[config.mk]
export PLATFORM = sky130hd
export DESIGN_NAME = ram_port_arbiter_flat
export DESIGN_NICKNAME = d
export VERILOG_FILES = /design/src/rtl/ram_port_arbiter_pkg.sv /design/src/rtl/ram_port_arbiter_if.sv /design/src/rtl/ram_port_arbiter_rr_conflict_resolver.sv /design/src/rtl/ram_port_arbiter.sv /design/src/flat_wrapper.sv
export SDC_FILE = /design/constraint.sdc
export NUM_CORES = 1
export LEC_CHECK = 0
export CORE_MARGIN = 5
export CORE_UTILIZATION = 40
export DETAILED_ROUTE_END_ITERATION = 8
export PLACE_DENSITY = 0.8
export RECOVER_POWER = 100
export SLEW_MARGIN = 40
export SYNTH_ARGS = -nofsm -noshare
export SYNTH_HDL_FRONTEND = slang
export SYNTH_SLANG_ARGS = --single-unit
export TNS_END_PERCENT = 50
[constraint.sdc]
create_clock -name clk -period 7.9 [get_ports clk]
set_clock_uncertainty 0.2 [all_clocks]
set_input_delay 1.58 -clock clk [delete_from_list [all_inputs] [get_ports clk]]
set_output_delay 1.58 -clock clk [all_outputs]
set_load 0.005 [all_outputs]
[src/rtl/ram_port_arbiter_pkg.sv]
// Shared widths, request record and round-robin helper for the 4-port RAM front-end arbiter.
package ram_port_arbiter_pkg;

  localparam int unsigned NREQ   = 4;
  localparam int unsigned ADDR_W = 4;
  localparam int unsigned DATA_W = 8;
  localparam int unsigned CNT_W  = 16;

  typedef logic [$clog2(NREQ)-1:0] idx_t;

  typedef struct packed {
    logic              we;
    logic [ADDR_W-1:0] addr;
    logic [DATA_W-1:0] wdata;
  } req_t;

  // Bit k of the result is vec[(ptr + k) mod NREQ], i.e. bit 0 is the highest-priority requester.
  function automatic logic [NREQ-1:0] rr_rotate(input logic [NREQ-1:0] vec, input idx_t ptr);
    logic [NREQ-1:0] r;
    idx_t            s;
    r = '0;
    for (int k = 0; k < NREQ; k++) begin
      s    = ptr + idx_t'(k);
      r[k] = vec[s];
    end
    return r;
  endfunction

endpackage

[src/rtl/ram_port_arbiter_if.sv]
// Requester, response and RAM-side signal bundle of the arbiter.
interface ram_port_arbiter_if;
  import ram_port_arbiter_pkg::*;

  logic [NREQ-1:0]        req_valid;
  logic [NREQ-1:0]        req_we;
  logic [NREQ*ADDR_W-1:0] req_addr;
  logic [NREQ*DATA_W-1:0] req_wdata;
  logic [NREQ-1:0]        req_ready;
  logic [NREQ-1:0]        rsp_valid;
  logic [NREQ*DATA_W-1:0] rsp_rdata;
  logic [NREQ-1:0]        ram_we;
  logic [NREQ*ADDR_W-1:0] ram_addr;
  logic [NREQ*DATA_W-1:0] ram_din;
  logic [NREQ*DATA_W-1:0] ram_dout;
  logic [CNT_W-1:0]       stall_cnt;

  modport slave (
    input  req_valid, req_we, req_addr, req_wdata, ram_dout,
    output req_ready, rsp_valid, rsp_rdata, ram_we, ram_addr, ram_din, stall_cnt
  );

  modport master (
    output req_valid, req_we, req_addr, req_wdata, ram_dout,
    input  req_ready, rsp_valid, rsp_rdata, ram_we, ram_addr, ram_din, stall_cnt
  );

endinterface

[src/rtl/ram_port_arbiter_rr_conflict_resolver.sv]
// Combinational priority scan: grants requesters in round-robin order, skipping address hazards.
module rr_conflict_resolver
  import ram_port_arbiter_pkg::*;
(
  input  logic [NREQ-1:0]   valid_i,
  input  logic [NREQ-1:0]   we_i,
  input  logic [ADDR_W-1:0] addr_i [NREQ],
  input  idx_t              ptr_i,
  output logic [NREQ-1:0]   granted_o,
  output logic [NREQ-1:0]   stall_o,
  output logic              any_stall_o,
  output idx_t              first_stall_idx_o
);

  logic [NREQ-1:0] granted;
  logic [NREQ-1:0] stall_rot;
  idx_t            cur;
  logic            clash;

  always_comb begin
    granted = '0;
    cur     = '0;
    clash   = 1'b0;
    for (int k = 0; k < NREQ; k++) begin
      cur   = ptr_i + idx_t'(k);
      clash = 1'b0;
      // Read-read to one address is safe; any write involvement against an earlier grant is not.
      for (int j = 0; j < NREQ; j++) begin
        if (granted[j] && (addr_i[j] == addr_i[cur]) && (we_i[j] || we_i[cur])) begin
          clash = 1'b1;
        end
      end
      if (valid_i[cur] && !clash) begin
        granted[cur] = 1'b1;
      end
    end
  end

  always_comb begin
    stall_rot         = rr_rotate(valid_i & ~granted, ptr_i);
    first_stall_idx_o = ptr_i;
    for (int k = NREQ - 1; k >= 0; k--) begin
      if (stall_rot[k]) begin
        first_stall_idx_o = ptr_i + idx_t'(k);
      end
    end
  end

  assign granted_o   = granted;
  assign stall_o     = valid_i & ~granted;
  assign any_stall_o = |stall_o;

endmodule

[src/rtl/ram_port_arbiter.sv]
// Hazard-resolving round-robin front-end for a 4-port RAM with registered read-response strobes.
module ram_port_arbiter
  import ram_port_arbiter_pkg::*;
(
  input  logic               clk,
  input  logic               rst_n,
  ram_port_arbiter_if.slave  bus
);

  localparam int unsigned PopW = $clog2(NREQ) + 1;
  localparam int unsigned SumW = CNT_W + 1;

  req_t              req [NREQ];
  logic [ADDR_W-1:0] req_addr [NREQ];
  logic [NREQ-1:0]   valid_eff;
  logic [NREQ-1:0]   granted;
  logic [NREQ-1:0]   stall;
  logic              any_stall;
  idx_t              first_stall_idx;

  idx_t              rr_ptr_q, rr_ptr_d;
  logic [NREQ-1:0]   rsp_valid_q, rsp_valid_d;
  logic [CNT_W-1:0]  stall_cnt_q, stall_cnt_d;
  logic [PopW-1:0]   pop;
  logic [SumW-1:0]   sum;

  always_comb begin
    for (int i = 0; i < NREQ; i++) begin
      req[i].we    = bus.req_we[i];
      req[i].addr  = bus.req_addr[i*ADDR_W +: ADDR_W];
      req[i].wdata = bus.req_wdata[i*DATA_W +: DATA_W];
      req_addr[i]  = req[i].addr;
    end
  end

  // Nothing is granted (and so nothing written) while reset is held.
  assign valid_eff = bus.req_valid & {NREQ{rst_n}};

  rr_conflict_resolver u_resolver (
    .valid_i           (valid_eff),
    .we_i              (bus.req_we),
    .addr_i            (req_addr),
    .ptr_i             (rr_ptr_q),
    .granted_o         (granted),
    .stall_o           (stall),
    .any_stall_o       (any_stall),
    .first_stall_idx_o (first_stall_idx)
  );

  always_comb begin
    bus.ram_addr = '0;
    bus.ram_din  = '0;
    for (int i = 0; i < NREQ; i++) begin
      bus.ram_addr[i*ADDR_W +: ADDR_W] = req[i].addr;
      bus.ram_din[i*DATA_W +: DATA_W]  = req[i].wdata;
    end
  end

  assign bus.req_ready = granted;
  assign bus.ram_we    = granted & bus.req_we;
  assign bus.rsp_valid = rsp_valid_q;
  assign bus.rsp_rdata = bus.ram_dout;
  assign bus.stall_cnt = stall_cnt_q;

  always_comb begin
    pop = '0;
    for (int k = 0; k < NREQ; k++) begin
      pop = pop + PopW'(stall[k]);
    end
    sum         = {1'b0, stall_cnt_q} + SumW'(pop);
    stall_cnt_d = sum[CNT_W] ? {CNT_W{1'b1}} : sum[CNT_W-1:0];
    rsp_valid_d = granted & ~bus.req_we;
    rr_ptr_d    = any_stall ? first_stall_idx : rr_ptr_q;
  end

  always_ff @(posedge clk or negedge rst_n) begin
    if (!rst_n) begin
      rr_ptr_q    <= '0;
      rsp_valid_q <= '0;
      stall_cnt_q <= '0;
    end else begin
      rr_ptr_q    <= rr_ptr_d;
      rsp_valid_q <= rsp_valid_d;
      stall_cnt_q <= stall_cnt_d;
    end
  end

endmodule

[src/flat_wrapper.sv]
// flat-port wrapper written by rule: the top's interface ports become plain ports
module ram_port_arbiter_flat import ram_port_arbiter_pkg::*;
  (clk, rst_n, bus_req_valid, bus_req_we, bus_req_addr, bus_req_wdata, bus_ram_dout, bus_req_ready, bus_rsp_valid, bus_rsp_rdata, bus_ram_we, bus_ram_addr, bus_ram_din, bus_stall_cnt);
  ram_port_arbiter_if bus_i ();
  input  logic clk;
  input  logic rst_n;
  input wire logic [$bits(bus_i.req_valid)-1:0] bus_req_valid;
  input wire logic [$bits(bus_i.req_we)-1:0] bus_req_we;
  input wire logic [$bits(bus_i.req_addr)-1:0] bus_req_addr;
  input wire logic [$bits(bus_i.req_wdata)-1:0] bus_req_wdata;
  input wire logic [$bits(bus_i.ram_dout)-1:0] bus_ram_dout;
  output wire logic [$bits(bus_i.req_ready)-1:0] bus_req_ready;
  output wire logic [$bits(bus_i.rsp_valid)-1:0] bus_rsp_valid;
  output wire logic [$bits(bus_i.rsp_rdata)-1:0] bus_rsp_rdata;
  output wire logic [$bits(bus_i.ram_we)-1:0] bus_ram_we;
  output wire logic [$bits(bus_i.ram_addr)-1:0] bus_ram_addr;
  output wire logic [$bits(bus_i.ram_din)-1:0] bus_ram_din;
  output wire logic [$bits(bus_i.stall_cnt)-1:0] bus_stall_cnt;
  assign bus_i.req_valid = bus_req_valid;
  assign bus_i.req_we = bus_req_we;
  assign bus_i.req_addr = bus_req_addr;
  assign bus_i.req_wdata = bus_req_wdata;
  assign bus_i.ram_dout = bus_ram_dout;
  assign bus_req_ready = bus_i.req_ready;
  assign bus_rsp_valid = bus_i.rsp_valid;
  assign bus_rsp_rdata = bus_i.rsp_rdata;
  assign bus_ram_we = bus_i.ram_we;
  assign bus_ram_addr = bus_i.ram_addr;
  assign bus_ram_din = bus_i.ram_din;
  assign bus_stall_cnt = bus_i.stall_cnt;
  ram_port_arbiter u_core (.clk(clk), .rst_n(rst_n), .bus(bus_i));
endmodule
# Word level (Yosys, flattened, before mapping)
# Index checks and enable logic that the tools add are counted.
# word_totals
regBits	22
input_bits	90
elab_cells	154
# op_classes
reduce_logical	49
n_bitwise	13
n_eq_ne	12
order_cmp	11
addsub	7
muxes	59
# ops
operator	n
4-bit == test	12
4-bit 2-to-1 mux	10
1-bit logical AND	31
1-bit 2-to-1 mux	27
4-bit binary-select mux with 2-bit select	3
1-bit binary-select mux with 2-bit select	11
16-bit by 3-bit adder with 17-bit output	1
4-bit bitwise AND	4
16-bit 2-to-1 mux	1
1-bit logical OR	12
2-bit by 3-bit less-than comparator with 1-bit output, second input constant	4
4-bit OR	3
3-bit >= comparator, second input constant	3
2-bit inverter with 3-bit output	3
1-bit demux with 2-bit select	4
2-bit by 1-bit >= comparator with 1-bit output, second input constant	4
4-bit inverter	2
3-bit by 1-bit adder with 3-bit output	2
2-bit 2-to-1 mux	3
2-bit adder, second input constant	2
4-bit OR reduction	1
1-bit zero test	3
3-bit AND reduction	1
3-bit nonzero test	1
other kinds (3)	3

# Depth between registers and ports, before layout
# logic_depth
ltp_word	40
depth_mapped	30

# Hierarchy
# A second synthesis with hierarchy kept.
# unflattened
hier_cells	443
hier_area_um2	4038.9
# by_module_without_submodules
module	instances	cells_per_inst	area_each_um2
rr_conflict_resolver	1	262	2297.2
ram_port_arbiter	1	181	1741.7

# Least setup slack after synthesis
# Ideal clock, no wire load.
# synth_timing
path_type	input -> register
from	input port bus_req_addr[4]
to	register u_core.stall_cnt_q[11] (netlist: u_core.bus.stall_cnt[11])
arrival_time_ns	6.375
path_stages	25
setup_slack_ns	1.258
required_time_ns	7.632
setup_ns	0.068
cell_sequence	buf_2 > xor2_1 > nor4_2 > nor3_1 > or4_1 > and3_1 > buf_2 > a31oi_1 > a41oi_1 > o211a_4 > a311o_4 > clkinv_4 > ha_1 > inv_1 > fa_1 > inv_1 > ha_1 > inv_1 > fa_1 > inv_1 > a21oi_1 > nor3_1 > nand2b_1 > clkbuf_1 > nand2_1
# synth_between
elab_chain_cells	38
word_cells_on_any_way	75
classes_between	add/sub (4); eq/ne (12); mux (25); bitwise (4); reduce/logical (30)
# synth_rtl
item	line_no	rtl
start: declaration	flat_wrapper.sv:9	input wire logic [$bits(bus_i.req_addr)-1:0] bus_req_addr;
4-bit binary-select mux with 2-bit select	ram_port_arbiter_rr_conflict_resolver.sv:29	if (granted[j] && (addr_i[j] == addr_i[cur]) && (we_i[j] || we_i[cur])) begin
4-bit 2-to-1 mux (implied by the code) (2 in a row)	ram_port_arbiter_rr_conflict_resolver.sv:29	
4-bit == test	ram_port_arbiter_rr_conflict_resolver.sv:29	
1-bit logical AND (2 in a row)	ram_port_arbiter_rr_conflict_resolver.sv:29	
1-bit 2-to-1 mux (4 in a row)	ram_port_arbiter_rr_conflict_resolver.sv:29	
1-bit zero test	ram_port_arbiter_rr_conflict_resolver.sv:33	if (valid_i[cur] && !clash) begin
1-bit logical AND	ram_port_arbiter_rr_conflict_resolver.sv:33	
4-bit 2-to-1 mux	ram_port_arbiter_rr_conflict_resolver.sv:33	
[... 18 more ...]	n/a	
4-bit inverter (*)	ram_port_arbiter_rr_conflict_resolver.sv:50	assign stall_o = valid_i & ~granted;
4-bit bitwise AND (*)	ram_port_arbiter_rr_conflict_resolver.sv:50	
1-bit by 1-bit adder with 2-bit output	ram_port_arbiter.sv:68	pop = pop + PopW'(stall[k]);
3-bit by 1-bit adder with 3-bit output	ram_port_arbiter.sv:68	
3-bit by 1-bit adder with 3-bit output (*)	ram_port_arbiter.sv:68	
16-bit by 3-bit adder with 17-bit output (*)	ram_port_arbiter.sv:70	sum = {1'b0, stall_cnt_q} + SumW'(pop);
16-bit 2-to-1 mux (*)	ram_port_arbiter.sv:71	stall_cnt_d = sum[CNT_W] ? {CNT_W{1'b1}} : sum[CNT_W-1:0];
net u_core.stall_cnt_d[11]	ram_port_arbiter.sv:23	logic [CNT_W-1:0] stall_cnt_q, stall_cnt_d;
end signal: assignment	ram_port_arbiter.sv:84	stall_cnt_q <= stall_cnt_d;
end: declaration	ram_port_arbiter.sv:23	
# Mark *: on every way through the listed nets, which the timed path passes. The rest lies on a longest branch. The select of a mux whose other input is x is not followed.
# A chain may end at the register's enable or synchronous reset.

# Final worst setup path
# layout_timing
from	input port bus_req_addr[0]
to	output port bus_ram_we[1]
# layout_between
elab_chain_cells	32
word_cells_on_any_way	69
classes_between	eq/ne (12); mux (24); bitwise (3); reduce/logical (30)
# layout_rtl
item	line_no	rtl
4-bit binary-select mux with 2-bit select	ram_port_arbiter_rr_conflict_resolver.sv:29	
4-bit 2-to-1 mux (implied by the code) (2 in a row)	ram_port_arbiter_rr_conflict_resolver.sv:29	
4-bit == test	ram_port_arbiter_rr_conflict_resolver.sv:29	
1-bit logical AND (2 in a row)	ram_port_arbiter_rr_conflict_resolver.sv:29	
1-bit 2-to-1 mux (4 in a row)	ram_port_arbiter_rr_conflict_resolver.sv:29	
1-bit zero test	ram_port_arbiter_rr_conflict_resolver.sv:33	
1-bit logical AND	ram_port_arbiter_rr_conflict_resolver.sv:33	
4-bit 2-to-1 mux	ram_port_arbiter_rr_conflict_resolver.sv:33	
[... 7 more ...]	n/a	
1-bit logical AND	ram_port_arbiter_rr_conflict_resolver.sv:33	
4-bit 2-to-1 mux	ram_port_arbiter_rr_conflict_resolver.sv:33	
1-bit logical AND (2 in a row)	ram_port_arbiter_rr_conflict_resolver.sv:29	
1-bit 2-to-1 mux (4 in a row)	ram_port_arbiter_rr_conflict_resolver.sv:29	
1-bit zero test	ram_port_arbiter_rr_conflict_resolver.sv:33	
1-bit logical AND	ram_port_arbiter_rr_conflict_resolver.sv:33	
4-bit 2-to-1 mux (*)	ram_port_arbiter_rr_conflict_resolver.sv:33	
4-bit bitwise AND (*)	ram_port_arbiter.sv:60	assign bus.ram_we = granted & bus.req_we;
end: declaration	flat_wrapper.sv:15	output wire logic [$bits(bus_i.ram_we)-1:0] bus_ram_we;
# Mark *: on every way between the ends. The rest lies on a longest branch, timed or not. The select of a mux whose other input is x is not followed.

==> metrics.md <==
| Metric | Value |
|---|---|
| Outcome | `complete, no violations` |
| Final period util | `0.941` |
| Root buffer cell | `clkbuf_8` |
| Clock buffer depth | `2` |
| Share of layout cells above drive strength 1 | `0.0958` |
| Worst-path clk slew | `0.09 ns` |
| Placed Cells | `578` |
| Setup ws final | `0.468 ns` |
| Net Count, Synth | `586` |
| Drt total wl | `10400 um` |
| Post-synthesis register bit count | `22` |
| Combinational family with the most area after synthesis | `buffers and inverters` |
| First-pass detailed-route iteration total | `5` |
| Pre-CTS setup slack | `0.280 ns` |
| Ant diodes | `0` |
| CTS tree | `done` |
| HPWL Detailed | `8130 um` |
| Number of global-route vias before repair | `3343` |
| Final hold violation count | `0` |
| Vias/cell | `5.83` |
| Tmin final | `7.43 ns` |
| Routed via count | `3391` |
| # fillers | `974` |
| First DRT Iteration DRCs | `232` |
| Std-Cell Core Area | `0.00968 mm^2` |
| Worst skew pair latency | `0.26 ns` |
| Peak VDD IR | `0.133 mV` |
| Post-synth EDFFs | `0` |
| Final setup fails | `0` |
| Finished Cell Area | `0.00413 mm^2` |
| Worst setup SP type | `primary input` |
| IO Pins | `198` |
| GRT Overall Usage | `0.171` |
| Area used by multi-input combinational logic | `0.00246 mm^2` |
| Largest net degree at the start of global routing | `54` |
| Power Density | `321 mW/mm^2` |
| Max-cap violations | `0` |
| Synth async-reset ratio | `1.00` |
| # hold bufs at CTS | `0` |
| RSZ-0062 raised after global routing | `false` |
| Compound-Gate Fraction of Synth Area | `0.170` |
| Placed cell areas | `0.00406 mm^2` |
| Die area | `0.0119 mm^2` |
| Synth Area in Adders | `0.0546` |
| Die Wd | `109 um` |
| Distinct cells, synth | `70` |
| LEAKAGE | `1.78 nW` |
| DRC Markers | `0` |
| HP Class | `flop to flop` |
| WL/cell | `17.8 um` |
| Final ANT Viol Nets | `0` |
| GRT overflow | `0` |
| Synth warnings | `0` |
| PnR Total Power | `1.33 mW` |
| Slew of the pin with the lowest slew margin | `0.741 ns` |
| WS Path Type | `primary input to primary output` |
| Synth Instances | `480` |
| Initial antenna violation count | `0` |
| Global-route wire length before repair | `16700 um` |
| Synth Area in XOR/XNOR | `0.133` |
| CP Data Required Time | `6.12 ns` |
| Avg Inst Size Synth | `8.21 um^2` |
| Row Count | `36` |
| Post-synthesis mux area share | `0.0997` |
| Mapped Area | `0.00394 mm^2` |
| Starting Density | `0.407` |
| Sequential cell area fraction in the yosys report | `0.140` |
| Simple logic cell fraction of the synthesized area | `0.167` |
| Port buffer count | `69` |
| Type of destination of the critical path | `primary output` |
| Syn-to-layout area delta | `4.76%` |
| Final core occ | `0.426` |
| Final Max Slew Viols | `0` |
| DIE HEIGHT | `109 um` |
| Setup TNS | `0 ns` |
| GP Congestion | `0.965` |
| Non-filler cells, final | `582` |
| Nets | `556` |
| Sink Count | `22` |
| Worst Path Max Fanout | `7` |
| H-tree depth | `1` |
| Register Area | `552 um^2` |
| Final hold slack | `0.293 ns` |
| Primary FF master, synth | `dfrtp_1` |
| Fmax | `135 MHz` |
| Setup Fix Bufs, Post-CTS | `0` |
| Arrival time at the worst endpoint | `5.65 ns` |
| Relative slew margins | `0.506` |
| CTS Buf Count | `3` |
worst max-delay path: stages:
cell and delay, ns:
clkdlybuf4s50_1 0.53, clkbuf_1 0.37, xor2_1 0.18, or3_1 0.37
a211oi_1 0.26, o21ai_0 0.20, o221ai_1 0.28, a31oi_1 0.20
a41oi_1 0.31, o211a_1 0.34, nand3_1 0.18, a21oi_1 0.24
dlygate4sd3_1 0.60
where the power goes:
part	switching [mW]	leakage, nW	internal (mW)	total, mW
Clock	0.0364	0.0357	0.0676	0.104
Sequential	0.0224	0.282	0.147	0.170
Combinational	0.606	1.46	0.447	1.05
Total	0.665	1.78	0.662	1.33
cells by family after synthesis:
group | after synthesis
xor+xnor | 60
flops | 22
fa+ha+maj | 16
mux | 31
buf+inv | 141
simple gates | 122
compound gates | 88
cell type report:
type                       count  share of cell area
multi-input combinational    317               0.597
inverter                      24              0.0230
timing repair buffer          82               0.189
tap                          133              0.0403
sequential                    22               0.134
clock buffer                   3              0.0100
clock inverter                 1             0.00727
cell usage after synthesis, types with 8 or more instances:
| library cell | n | share of area |
|---|---|---|
| a21oi_1 | 16 | 0.020 |
| ha_1 | 14 | 0.044 |
| nor4_1 | 10 | 0.016 |
| nand2_1 | 35 | 0.033 |
| clkbuf_1 | 16 | 0.015 |
| nand3_1 | 10 | 0.013 |
| buf_4 | 81 | 0.15 |
| dfrtp_1 | 22 | 0.14 |
| o21ai_0 | 8 | 0.010 |
| and3_1 | 8 | 0.013 |
| buf_2 | 13 | 0.017 |
| nor2_1 | 14 | 0.013 |
| mux2i_1 | 19 | 0.048 |
| inv_1 | 23 | 0.022 |
| xor2_1 | 39 | 0.087 |
| xnor2_1 | 21 | 0.047 |
| a31oi_1 | 11 | 0.017 |
placed cells by master, fill, tap and decap left out, types with 3 or more instances in the layout:
| cell | synthesis | layout |
|---|---|---|
| dlygate4sd3_1 | 0 | 41 |
| xor2_1 | 39 | 39 |
| nand2_1 | 35 | 35 |
| clkdlybuf4s50_1 | 0 | 28 |
| inv_1 | 23 | 23 |
| xnor2_1 | 21 | 21 |
| dfrtp_1 | 22 | 21 |
| mux2i_1 | 19 | 19 |
| a21oi_1 | 16 | 16 |
| nor2_1 | 14 | 14 |
| ha_1 | 14 | 14 |
| a31oi_1 | 11 | 11 |
| buf_4 | 81 | 11 |
| nand3_1 | 10 | 10 |
| nor4_1 | 10 | 9 |
| o21ai_0 | 8 | 8 |
| and3_1 | 8 | 8 |
| nor3_1 | 7 | 7 |
| mux4_2 | 6 | 6 |
| and2_1 | 7 | 6 |
| a41oi_1 | 5 | 5 |
| or3_1 | 5 | 5 |
| mux2_2 | 5 | 5 |
| nand4_1 | 5 | 5 |
| a221oi_1 | 4 | 4 |
| a211oi_1 | 4 | 4 |
| a21o_1 | 4 | 4 |
| o21ai_1 | 3 | 3 |
| a311oi_1 | 3 | 3 |
| or4_1 | 3 | 3 |
| nor2b_1 | 3 | 3 |
| a22oi_1 | 3 | 3 |
| clkbuf_8 | 0 | 3 |
flip-flops by register name, indices dropped and copies added, names as in the netlist:
signal	flops
u_core.rr_ptr_q	2
u_core.bus.rsp_valid	4
u_core.bus.stall_cnt	16
metal layers:
metal	vias up	GRT usage	wire length, um
li1	1543	-	-
met1	1598	0.223	4280
met2	206	0.282	4780
met3	44	0.0320	966
met4	0	0.0623	349
met5	-	0	0
worst paths after layout:
| path | start | end | slack, ns | cells past startpoint |
|---|---|---|---|---|
| setup / recovery | bus_req_addr[0] | bus_ram_we[1] | 0.47 | 13 |
| setup reg to reg | u_core.rr_ptr_q[0]$_DFFE_PN0P_ | u_core.bus.stall_cnt[5]$_DFF_PN0_ | 1.08 | 24 |
| max in group asynchronous | rst_n | u_core.rr_ptr_q[0]$_DFFE_PN0P_ | 5.54 | 2 |
| min in group asynchronous | rst_n | u_core.bus.stall_cnt[8]$_DFF_PN0_ | 1.68 | 2 |
| hold reg to reg | u_core.bus.stall_cnt[12]$_DFF_PN0_ | u_core.bus.stall_cnt[12]$_DFF_PN0_ | 0.29 | 1 |
| hold / removal | u_core.bus.stall_cnt[12]$_DFF_PN0_ | u_core.bus.stall_cnt[12]$_DFF_PN0_ | 0.29 | 1 |
timing repair:
action | in CTS | in global routing
endpoints found under the hold margin | 0 | 0
resized for setup | 0 | 1
endpoints found under the setup margin | 0 | 3
(Power assumes the default switching activity.)
